**src/rtl/split_port_responder.sv**
```systemverilog
// Arbitrates CPU instruction (a) and data (b) ports onto one word memory; strobe 1 cycle after grant, resp 1 cycle after mem_resp.
// Requests are held by the CPU until resp (no backpressure beyond that); SPLIT_PORT_RR_EN selects round-robin, else port b wins ties.
module split_port_responder #(
  parameter int ADDR_WIDTH = 32
) (
  input  logic                  clk,
  input  logic                  rst_n,
  input  logic                  read_a,
  input  logic [ADDR_WIDTH-1:0] address_a,
  output logic                  resp_a,
  output logic [31:0]           rdata_a,
  input  logic                  read_b,
  input  logic                  write,
  input  logic [ADDR_WIDTH-1:0] address_b,
  input  logic [31:0]           wdata,
  input  logic [3:0]            wmask,
  output logic                  resp_b,
  output logic [31:0]           rdata_b,
  output logic                  mem_read,
  output logic                  mem_write,
  output logic [ADDR_WIDTH-1:0] mem_address,
  output logic [31:0]           mem_wdata,
  output logic [3:0]            mem_wmask,
  input  logic                  mem_resp,
  input  logic [31:0]           mem_rdata
);

  typedef enum logic [1:0] {
    IDLE   = 2'd0,
    BUSY_A = 2'd1,
    BUSY_B = 2'd2,
    RESP   = 2'd3
  } state_t;

  state_t                state_q, state_d;
  logic                  port_b_q, port_b_d;
  logic                  op_wr_q, op_wr_d;
  logic [ADDR_WIDTH-1:0] addr_q, addr_d;
  logic [31:0]           wdata_q, wdata_d;
  logic [3:0]            wmask_q, wmask_d;
  logic [31:0]           rdata_a_q, rdata_a_d;
  logic [31:0]           rdata_b_q, rdata_b_d;

  logic req_a, req_b, grant_b, tie_to_b;

  // The memory is word-addressed; byte offsets are dropped at grant.
  logic unused_addr_lsbs;
  assign unused_addr_lsbs = ^{address_a[1:0], address_b[1:0]};

  assign req_a = read_a;
  assign req_b = read_b | write;

`ifdef SPLIT_PORT_RR_EN
  logic last_b_q, last_b_d;

  assign tie_to_b = ~last_b_q;

  always_ff @(posedge clk or negedge rst_n) begin
    if (!rst_n) begin
      last_b_q <= 1'b0;
    end else begin
      last_b_q <= last_b_d;
    end
  end

  always_comb begin
    last_b_d = last_b_q;
    if (state_q == IDLE && (req_a || req_b)) begin
      last_b_d = grant_b;
    end
  end
`else
  assign tie_to_b = 1'b1;
`endif

  assign grant_b = req_b & (~req_a | tie_to_b);

  always_ff @(posedge clk or negedge rst_n) begin
    if (!rst_n) begin
      state_q   <= IDLE;
      port_b_q  <= 1'b0;
      op_wr_q   <= 1'b0;
      addr_q    <= '0;
      wdata_q   <= '0;
      wmask_q   <= '0;
      rdata_a_q <= '0;
      rdata_b_q <= '0;
    end else begin
      state_q   <= state_d;
      port_b_q  <= port_b_d;
      op_wr_q   <= op_wr_d;
      addr_q    <= addr_d;
      wdata_q   <= wdata_d;
      wmask_q   <= wmask_d;
      rdata_a_q <= rdata_a_d;
      rdata_b_q <= rdata_b_d;
    end
  end

  always_comb begin
    state_d   = state_q;
    port_b_d  = port_b_q;
    op_wr_d   = op_wr_q;
    addr_d    = addr_q;
    wdata_d   = wdata_q;
    wmask_d   = wmask_q;
    rdata_a_d = rdata_a_q;
    rdata_b_d = rdata_b_q;
    mem_read  = 1'b0;
    mem_write = 1'b0;
    resp_a    = 1'b0;
    resp_b    = 1'b0;

    unique case (state_q)
      IDLE: begin
        if (req_a || req_b) begin
          if (grant_b) begin
            addr_d   = {address_b[ADDR_WIDTH-1:2], 2'b00};
            wdata_d  = wdata;
            wmask_d  = wmask;
            op_wr_d  = write;
            port_b_d = 1'b1;
            state_d  = BUSY_B;
          end else begin
            addr_d   = {address_a[ADDR_WIDTH-1:2], 2'b00};
            op_wr_d  = 1'b0;
            port_b_d = 1'b0;
            state_d  = BUSY_A;
          end
        end
      end
      BUSY_A: begin
        mem_read = 1'b1;
        if (mem_resp) begin
          rdata_a_d = mem_rdata;
          state_d   = RESP;
        end
      end
      BUSY_B: begin
        mem_read  = ~op_wr_q;
        mem_write = op_wr_q;
        if (mem_resp) begin
          if (!op_wr_q) begin
            rdata_b_d = mem_rdata;
          end
          state_d = RESP;
        end
      end
      RESP: begin
        // Dead cycle so a request retiring on this edge is not re-granted.
        resp_a  = ~port_b_q;
        resp_b  = port_b_q;
        state_d = IDLE;
      end
      default: state_d = IDLE;
    endcase
  end

  assign mem_address = addr_q;
  assign mem_wdata   = wdata_q;
  assign mem_wmask   = wmask_q;
  assign rdata_a     = rdata_a_q;
  assign rdata_b     = rdata_b_q;

endmodule

```
**config.mk**
```make
export PLATFORM = sky130hd
export DESIGN_NAME = split_port_responder
export DESIGN_NICKNAME = d
export VERILOG_FILES = /design/src/rtl/split_port_responder.sv
export SDC_FILE = /design/constraint.sdc
export NUM_CORES = 1
export LEC_CHECK = 0
export ABC_AREA = 0
export CORE_ASPECT_RATIO = 1.2
export CORE_MARGIN = 5
export CORE_UTILIZATION = 37
export DETAILED_ROUTE_END_ITERATION = 10
export HOLD_SLACK_MARGIN = 0.06
export PLACE_DENSITY = 0.84
export SLEW_MARGIN = 20
export SYNTH_ARGS = -nofsm -noshare
export SYNTH_HDL_FRONTEND = slang
export SYNTH_SLANG_ARGS = --single-unit
```
**constraint.sdc**
```tcl
create_clock -name clk -period 1.4 [get_ports clk]
set_input_delay 0.28 -clock clk [delete_from_list [all_inputs] [get_ports clk]]
set_output_delay 0.28 -clock clk [all_outputs]
set_load 0.005 [all_outputs]
```
After elaboration in Yosys (flattened, before gate mapping)
Cells that the tools add are included.

operators by class
  eq/ne operators = 5
  bitwise gates (word level) = 3
  mux-type cells = 11
  reduce and logical (&&, ||, !) cells = 8

operator list
  cell                number
  $mux 32             1
  $mux 2              3
  $pmux 2 s3          1
  $reduce_and 2->1    3
  $reduce_and 3->1    2
  $mux 1              5
  $eq 2x2->1 const B  2
  $eq 2x1->1 const B  1
  $logic_not 2->1     1
  $ne 2x1->1 const B  1
  $ne 2x2->1 const B  1
  $not 1->1           2
  $pmux 1 s2          1
  $reduce_or 2->1     1
  $logic_or 1x1->1    1
  $or 1x1->1          1

storage, ports and cells
  input bits = 138
  bits in registers = 136
  output and inout bits = 136
  word-level logic and storage cells = 35

Logic depth before layout (Yosys ltp)
Gate-level depths: netlist of run 1.

  word-level depth = 4
  mapped depth = 6

Worst setup path before layout of run 1
Ideal clock, no wire load.

  path kind = flip-flop to flip-flop
  start point = register state_q[0]
  end point = register wdata_q[13], in the netlist mem_wdata[13]
  slack = -0.165 ns
  stages on the path, launching flop included = 6
  setup time = 0.125 ns
  arrival = 1.440 ns
  path through = dfrtp_1 -> inv_1 -> ha_1 -> o21ai_4 -> buf_8 -> mux2_4

between the ends
  longest elaborated chain between the ends = 2

ends and longest elaborated chain
  item                        RTL line  source
  from (decl)                 35        state_t state_q, state_d;
  from (signal assigned)      89        state_q <= state_d;
  $logic_not 2->1             114       unique case (state_q)
  $reduce_and 3->1 (no line)  --
  to (signal assigned)        93        wdata_q <= wdata_d;
  to (decl)                   39        logic [31:0] wdata_q, wdata_d;

Every way passes these cells.
A chain may end at the register's enable or synchronous reset.

Final worst setup path of run 1
  start point = register state_q[0]
  end point = output mem_read

between the ends
  longest elaborated chain between the ends = 2
  elaborated cells on any way between the ends = 3
  classes of those cells = 2 x eq/ne; 1 x mux

ends and longest elaborated chain
  item                                             RTL line  source
  $eq 2x2->1 / $eq 2x1->1 (equally long branches)  114
  $pmux 1 s2 (*)                                   114
  to (decl)                                        19        output logic mem_read,

Every way passes the cells marked *; elsewhere a longest branch is shown, timed or not.

==> out/qor.log, run 1 <==
INFO  status         outcome=finished, violations left
INFO  status         failed_checks=negative setup slack
INFO  pwr            internal_power=16.9mW
INFO  floorplan      fp-row-count=49
INFO  placement      port_buffers=267
INFO  synthesis      post_synth_num_cell_types=24
INFO  clock_network  clock_tree.root_cell=sky130_fd_sc_hd__clkbuf_16
INFO  sta            finalClockSkew=0.00735ns
INFO  routing        ant_nets=0
INFO  pwr            comb_power_share=49.6%
INFO  layout         drive_above_1_share=38.5%
INFO  setup_path     worstPathRequired=1.12ns
INFO  placement      numPlacedInstances=858
INFO  synthesis      synth_seq_area_share=60.3%
INFO  routing        drt-initial-drc-count=205
INFO  placement      globalplace.congestion=0.770
INFO  pwr            cellLeakagePower=5.14nW
INFO  placement      dp.final_hpwl=12600um
INFO  pwr            power_per_cell_area=2280nW/um2
INFO  sta            finalCriticalPeriod=1.76ns
INFO  layout         finalNonFillerCells=952
INFO  synthesis      post_synth_instance_area=5560um2
INFO  layout         finalCoreUtilization=71.3%
INFO  sta            setup_viol_count_final=136
INFO  sta            post_layout_worst_setup_margin=-0.355ns
INFO  layout         areaGrowthSynthToFinish=91.0%
INFO  routing        dr.pass1.iters=4
INFO  synthesis      synthesis.instances=376
INFO  routing        wl_per_cell=21.1um
INFO  clock_network  cts.clk_slew.worst_paths=0.06ns
INFO  placement      pre_cts_ws=-0.436ns
INFO  job            drv.max_cap_violation_count=0
INFO  pwr            clock_power_share=21.2%
INFO  pwr            switchingPower=7.37mW
INFO  sta            max_freq=570MHz
INFO  layout         antennaDiodeCount=0
INFO  global_routing gr-usage-all-layers=22.4%
INFO  synthesis      top_area_cell_type_share_of_the_netlist_area=60.3%
INFO  sta            grt_setup_unrepaired=true
INFO  pwr            report.power.total=24.3mW
INFO  floorplan      floorplan.die.width=122um
INFO  pwr            sequential_group_share_of_total_power=29.2%
INFO  global_routing grt_pass1_vias=5202
INFO  setup_path     timing.critical_path.fanout_max=4
INFO  setup_path     data_arrival_time_of_the_critical_path=1.48ns
INFO  floorplan      initial_utilization=37.3%
INFO  global_routing grt_antenna_before_repair=0
INFO  sta            timing_max_transition_violations_final=0
INFO  clock_network  tritoncts=done
INFO  pwr            power.switching_fraction=30.4%
INFO  global_routing use_met1=23.5%
INFO  layout         nNetsFinal=879
INFO  setup_path     endpoint_kind=output pin
INFO  setup_path     critical_path.startpoint_type=flop
INFO  global_routing global_route.usage.met2=41.4%
INFO  global_routing grt_util_met3=6.06%
INFO  sta            hold_viol=0
INFO  sta            fin_crit_sh=125%
INFO  setup_path     worst_r2r_path_depth=8
INFO  floorplan      design.die.area=17600um2
INFO  global_routing global_route.peak_usage_layer=met2
INFO  routing        wirelength=20100um
INFO  routing        route.detailed.drc=0
INFO  synthesis      synth.ff_latch_count=134
INFO  global_routing grt_max_degree=40
INFO  synthesis      synth_area_per_cell=14.8um2
INFO  clock_network  clk_path_buf_depth=2
INFO  global_routing grt_first_pass_wirelength=29600um
INFO  setup_path     criticalPathCategory=flop to output pin
INFO  synthesis      synth_area_leader_cell=sky130_fd_sc_hd__dfrtp_1
INFO  clock_network  clock-sinks=134
INFO  floorplan      design.core.area=14900um2
INFO  routing        num_vias=4584
INFO  synthesis      yosys_warnings=0
INFO  floorplan      die_y=144um
INFO  pwr            worst_ir_drop_vdd=0.950mV
INFO  routing        routed_via_density=4.82
INFO  global_routing grt_residual_overflow=0
INFO  synthesis      netlist_top_cells_area=sky130_fd_sc_hd__dfrtp_1 60%, sky130_fd_sc_hd__mux2_2 14%, sky130_fd_sc_hd__mux2_4 7.8%
INFO  clock_network  cts_htree_levels=4
INFO  floorplan      ioPinCount=274
INFO  clock_network  clk_latency=0.41ns
INFO  min_path       hold_class=input port to asynchronous set/reset pin
INFO  clock_network  number_of_buffers_created_by_cts=17
==> cell families after synthesis <==
kind of cell    count (synthesis)  synth area share [%]
compound gates                 35                  3.89
flops                         134                  60.3
other cells                     1                0.0674
buf+inv                        24                  3.04
mux                           133                  28.2
simple gates                   43                  3.22
fa+ha+maj                       6                  1.35
==> power by group through the flow <==
| stage | registers (mW) | logic (mW) | clock network [mW] |
|---|---|---|---|
| CTS | 7.01 | 11.1 | 5.18 |
| finish | 7.09 | 12.0 | 5.14 |
| floorplan | 7.05 | 3.95 | 0 |
| detailed placement | 7.04 | 9.74 | 0 |
| global placement | 6.94 | 9.40 | 0 |
| global route | 7.31 | 12.7 | 5.39 |
==> layer usage <==
metal  wire length, um  share of wire (%)  vias to the layer above
met3              1350                6.7                       53
met1              7120                 35                     2286
met4               682                3.4                        0
met5                 0                  0                        -
met2             10900                 54                      215
li1                  -                  -                     2030
==> final timing paths <==
check | startpoint | to | slack, ns
max in group asynchronous | rst_n | rdata_a[5] | 0.49
min reg2reg | mem_address[26] | mem_address[26] | 0.48
min in group clk | wdata[21] | mem_wdata[21] | 0.48
min | rst_n | rdata_b[23] | 0.35
max | state_q[0] | mem_read | -0.36
max reg2reg | state_q[0] | rdata_b[19] | -0.35
==> stage by stage <==
stage | hold slack (ns) | cell area [um2] | TNS (ns)
floorplan | -0.0156 | 5760 | -2.09
global placement | 0.211 | 8830 | -37.19
detailed placement | 0.212 | 8830 | -41.22
CTS | 0.350 | 10300 | -22.30
global route | 0.377 | 10600 | -29.23
finish | 0.347 | 10600 | -25.00
==> layout make-up <==
cell class                      instances  area, um2
Sequential cell                       134       3350
Multi-Input combinational cell        219       2530
Timing Repair Buffer                  359       3790
Tap cell                              204        255
Inverter                                4       15.0
Clock buffer                           20        457
Clock inverter                         12        224
Fill cell                             964       4270
==> timing repair <==
| action | in CTS | in global routing |
|---|---|---|
| setup buffers | 25 | 26 |
| hold endpoints to repair | 33 | 0 |
| gates resized for setup | 262 | 65 |
| pin swaps | 29 | 10 |
| cloned | 18 | 5 |
| endpoints found under the setup margin | 260 | 158 |
| hold buffers | 1 | 0 |
==> worst max-delay path, stage by stage, from the launching register on <==
cell and delay, ns:
sky130_fd_sc_hd__dfrtp_1 0.39, sky130_fd_sc_hd__inv_2 0.11, sky130_fd_sc_hd__ha_2 0.18, sky130_fd_sc_hd__nor2b_4 0.14, sky130_fd_sc_hd__o21a_1 0.12, sky130_fd_sc_hd__buf_2 0.12
==> registers in the layout, indices dropped and copies added, names as in the netlist <==
signal and flops:
mem_wdata 32, rdata_a 32, rdata_b 32, mem_address 30, mem_wmask 4, state_q 2
op_wr_q 1, port_b_q 1
==> layout by cell type (no fill, tap or decap), types with 3 or more instances in the layout <==
master	Yosys	layout
sky130_fd_sc_hd__o21ai_2	0	21
sky130_fd_sc_hd__buf_12	0	19
sky130_fd_sc_hd__o21ai_1	0	9
sky130_fd_sc_hd__clkdlybuf4s15_1	0	15
sky130_fd_sc_hd__buf_6	3	15
sky130_fd_sc_hd__nand2_4	0	15
sky130_fd_sc_hd__clkbuf_16	0	20
sky130_fd_sc_hd__mux2i_1	32	31
sky130_fd_sc_hd__dlygate4sd2_1	0	117
sky130_fd_sc_hd__nand2_1	37	10
sky130_fd_sc_hd__buf_4	2	43
sky130_fd_sc_hd__nand2_2	0	10
sky130_fd_sc_hd__buf_2	10	3
sky130_fd_sc_hd__mux2_2	71	24
sky130_fd_sc_hd__mux2_4	29	77
sky130_fd_sc_hd__buf_16	0	12
sky130_fd_sc_hd__bufinv_16	0	6
sky130_fd_sc_hd__clkdlybuf4s50_1	0	130
sky130_fd_sc_hd__clkinv_4	0	3
sky130_fd_sc_hd__dfrtp_1	134	134
==> synth_stat cells <==
master,number
sky130_fd_sc_hd__mux2_2,71
sky130_fd_sc_hd__nand2_1,37
sky130_fd_sc_hd__buf_2,10
sky130_fd_sc_hd__o21ai_4,1
sky130_fd_sc_hd__ha_1,6
sky130_fd_sc_hd__buf_4,2
sky130_fd_sc_hd__and2_1,2
sky130_fd_sc_hd__a21oi_1,1
sky130_fd_sc_hd__nor2_4,1
sky130_fd_sc_hd__buf_6,3
sky130_fd_sc_hd__clkbuf_2,2
sky130_fd_sc_hd__mux2_4,29
sky130_fd_sc_hd__buf_8,3
sky130_fd_sc_hd__mux2i_1,32
sky130_fd_sc_hd__o21a_1,1
sky130_fd_sc_hd__conb_1,1
sky130_fd_sc_hd__dfrtp_1,134
sky130_fd_sc_hd__nor2b_1,2
sky130_fd_sc_hd__a32oi_2,1
sky130_fd_sc_hd__inv_1,4
sky130_fd_sc_hd__mux2_1,1
sky130_fd_sc_hd__nor2_1,1
sky130_fd_sc_hd__o31ai_4,1
sky130_fd_sc_hd__o21ai_0,30
Power figures use the tool's default switching activity.
==> run 2, diff against run 1 <==
--- a/config.mk
+++ b/config.mk
@@ -12,6 +12,7 @@
 export DETAILED_ROUTE_END_ITERATION = 10
 export HOLD_SLACK_MARGIN = 0.06
 export PLACE_DENSITY = 0.84
+export SETUP_SLACK_MARGIN = 0.15
 export SLEW_MARGIN = 20
 export SYNTH_ARGS = -nofsm -noshare
 export SYNTH_HDL_FRONTEND = slang
==> run 2 against run 1 <==
Compared with the run above: the run still ends with negative setup slack left; non-clock buffer count grew 43; via count grew 3.9%; global-route usage grew 0.72 points; clock-buffer cell count shrank 3; maximum frequency grew 0.85%; die area is the same; worst setup slack gained 0.015 ns; design area shrank 2.4%; routed wire length grew 1.8%; register-to-register slack gained 0.04 ns; critical path type unchanged; largest power group unchanged; highest routed layer unchanged.
==> out/qor.log, run 2 (synthesis gave the netlist of run 1 again) <==
INFO  status         outcome=finished, violations left
INFO  status         failed_checks=negative setup slack
INFO  layout         layout_common_cells=133 x sky130_fd_sc_hd__dfrtp_1, 131 x sky130_fd_sc_hd__buf_2, 130 x sky130_fd_sc_hd__clkdlybuf4s50_1
INFO  pwr            power_per_cell_area=2310nW/um2
INFO  layout         nNetsFinal=922
INFO  placement      globalplace.congestion=0.792
INFO  clock_network  clock_tree.root_cell=sky130_fd_sc_hd__clkbuf_16
INFO  pwr            comb_power_share=52.8%
INFO  routing        dr.pass1.iters=4
INFO  floorplan      die_y=144um
INFO  clock_network  clock-sinks=134
INFO  sta            finalCriticalPeriod=1.74ns
INFO  floorplan      design.die.area=17600um2
INFO  floorplan      ioPinCount=274
INFO  job            drv.max_cap_violation_count=0
INFO  layout         mostFrequentLayoutCell=sky130_fd_sc_hd__dfrtp_1
INFO  pwr            sequential_group_share_of_total_power=29.3%
INFO  pwr            cellLeakagePower=5.08nW
INFO  routing        route.detailed.drc=0
INFO  setup_path     worstPathRequired=1.12ns
INFO  global_routing grt_pass1_vias=5403
INFO  setup_path     criticalPathCategory=flop to output pin
INFO  setup_path     reg2reg_setup_slack=-0.31ns
INFO  pwr            internal_power=16.3mW
INFO  placement      dp.final_hpwl=12400um
INFO  clock_network  cts.clk_slew.worst_paths=0.06ns
INFO  sta            hold_ws=0.329ns
INFO  routing        wl_per_cell=20.6um
INFO  sta            max_freq=574MHz
INFO  clock_network  tritoncts=done
INFO  sta            finalClockSkew=0.00590ns
INFO  placement      pre_cts_ws=-0.498ns
INFO  routing        ant_nets=0
INFO  global_routing grt_antenna_before_repair=0
INFO  placement      port_buffers=267
INFO  routing        num_vias=4761
INFO  sta            setup_viol_count_final=137
INFO  setup_path     critical_path.startpoint_type=flop
INFO  clock_network  clk_latency=0.41ns
INFO  pwr            switchingPower=7.57mW
INFO  layout         antennaDiodeCount=0
INFO  sta            post_layout_worst_setup_margin=-0.341ns
INFO  sta            timing_max_transition_violations_final=0
INFO  global_routing gr-usage-all-layers=23.1%
INFO  floorplan      floorplan.die.width=122um
INFO  sta            setup_total_negative_slack=-28.42ns
INFO  clock_network  number_of_buffers_created_by_cts=17
INFO  floorplan      initial_utilization=37.3%
INFO  pwr            clock_power_share=17.9%
INFO  pwr            power.switching_fraction=31.7%
INFO  clock_network  clk_path_buf_depth=2
INFO  layout         areaGrowthSynthToFinish=86.4%
INFO  setup_path     endpoint_kind=output pin
INFO  clock_network  cts_htree_levels=4
INFO  pwr            worst_ir_drop_vdd=0.955mV
INFO  setup_path     timing.critical_path.fanout_max=3
INFO  floorplan      design.core.area=14900um2
INFO  floorplan      fp-row-count=49
INFO  routing        drt-initial-drc-count=223
INFO  global_routing grt_residual_overflow=0
INFO  global_routing grt_first_pass_wirelength=30500um
INFO  routing        wirelength=20500um
INFO  sta            fin_crit_sh=124%
INFO  routing        routed_via_density=4.79
INFO  layout         drive_above_1_share=58.3%
INFO  sta            hold_viol=0
INFO  setup_path     data_arrival_time_of_the_critical_path=1.46ns
INFO  min_path       hold_class=input port to asynchronous set/reset pin
INFO  sta            grt_setup_unrepaired=true
INFO  global_routing grt_max_degree=45
INFO  layout         fillCellCount=1026
==> run 2: changes by cell type in the layout (fill, tap and decap cells not counted), moves of 4 or more <==
cell	before	now
sky130_fd_sc_hd__nand2_2	10	21
sky130_fd_sc_hd__buf_4	43	83
sky130_fd_sc_hd__buf_16	12	20
sky130_fd_sc_hd__dlygate4sd2_1	117	2
sky130_fd_sc_hd__buf_2	3	131
sky130_fd_sc_hd__mux2_2	24	35
sky130_fd_sc_hd__o21ai_1	9	14
sky130_fd_sc_hd__o21ai_2	21	16
sky130_fd_sc_hd__nand2_4	15	7
sky130_fd_sc_hd__mux2_4	77	66
sky130_fd_sc_hd__bufinv_16	6	2
sky130_fd_sc_hd__clkinvlp_4	1	5
sky130_fd_sc_hd__clkdlybuf4s15_1	15	0
==> run 2: power groups by stage <==
stage / logic [mW] / clock network (mW) / registers, mW
finish: 12.6 / 4.28 / 7.00
global route: 13.3 / 4.50 / 7.21
CTS: 11.8 / 4.33 / 6.96
detailed placement: 9.69 / 0 / 7.03
global placement: 9.32 / 0 / 6.92
floorplan: 3.95 / 0 / 7.05
==> run 2: critical path: stages, from the launching register on <==
cell                      delay, ns
sky130_fd_sc_hd__dfrtp_2       0.44
sky130_fd_sc_hd__ha_4          0.17
sky130_fd_sc_hd__nor2b_4       0.12
sky130_fd_sc_hd__o21a_1        0.18
sky130_fd_sc_hd__buf_2         0.14
==> run 2: area by class of cell <==
class	instances	area, um2	share of cell area (%)
Inverter	4	15.0	0.145
Multi-Input combinational cell	219	2460	23.7
Sequential cell	134	3350	32.4
Tap cell	204	255	2.46
Clock buffer	17	425	4.10
Timing Repair Buffer	402	3720	35.9
Clock inverter	13	135	1.30
==> run 2: final timing paths <==
check / start / to / cells past startpoint
min in group clk: wmask[3] / mem_wmask[3] / 2
min reg2reg: mem_address[29] / mem_address[29] / 2
max reg2reg: state_q[0] / rdata_b[10] / 8
max in group asynchronous: rst_n / state_q[1] / 3
min: rst_n / rdata_b[28] / 2
max: state_q[1] / mem_read / 4
==> run 2: metrics by stage <==
stage | util [%] | instance area [um2] | total power [mW] | std cells
after floorplan | - | 5760 | 11.0 | 377
after global placement | 59.1 | 8800 | 16.2 | 855
after detailed placement | 59.1 | 8800 | 16.7 | 855
after CTS | 68.0 | 10100 | 23.1 | 970
after global routing | 69.6 | 10400 | 25.0 | 993
final | 69.6 | 10400 | 23.9 | 993
==> run 2: metal layers <==
layer / track usage [%] / routed length, um / vias to the layer above
met2: 42.9 / 11100 / 211
met5: 0 / 0 / -
met4: 10.3 / 712 / 0
li1: - / - / 2117
met3: 5.63 / 1210 / 50
met1: 24.7 / 7410 / 2383
==> run 2: what timing repair did <==
item | in CTS | in global routing
buffers inserted | 64 | 23
gates cloned | 20 | 0
resized for setup | 668 | 10
hold endpoints to repair | 32 | 0
pin swaps | 39 | 4
hold buffers | 1 | 0
setup endpoints to repair | 268 | 174
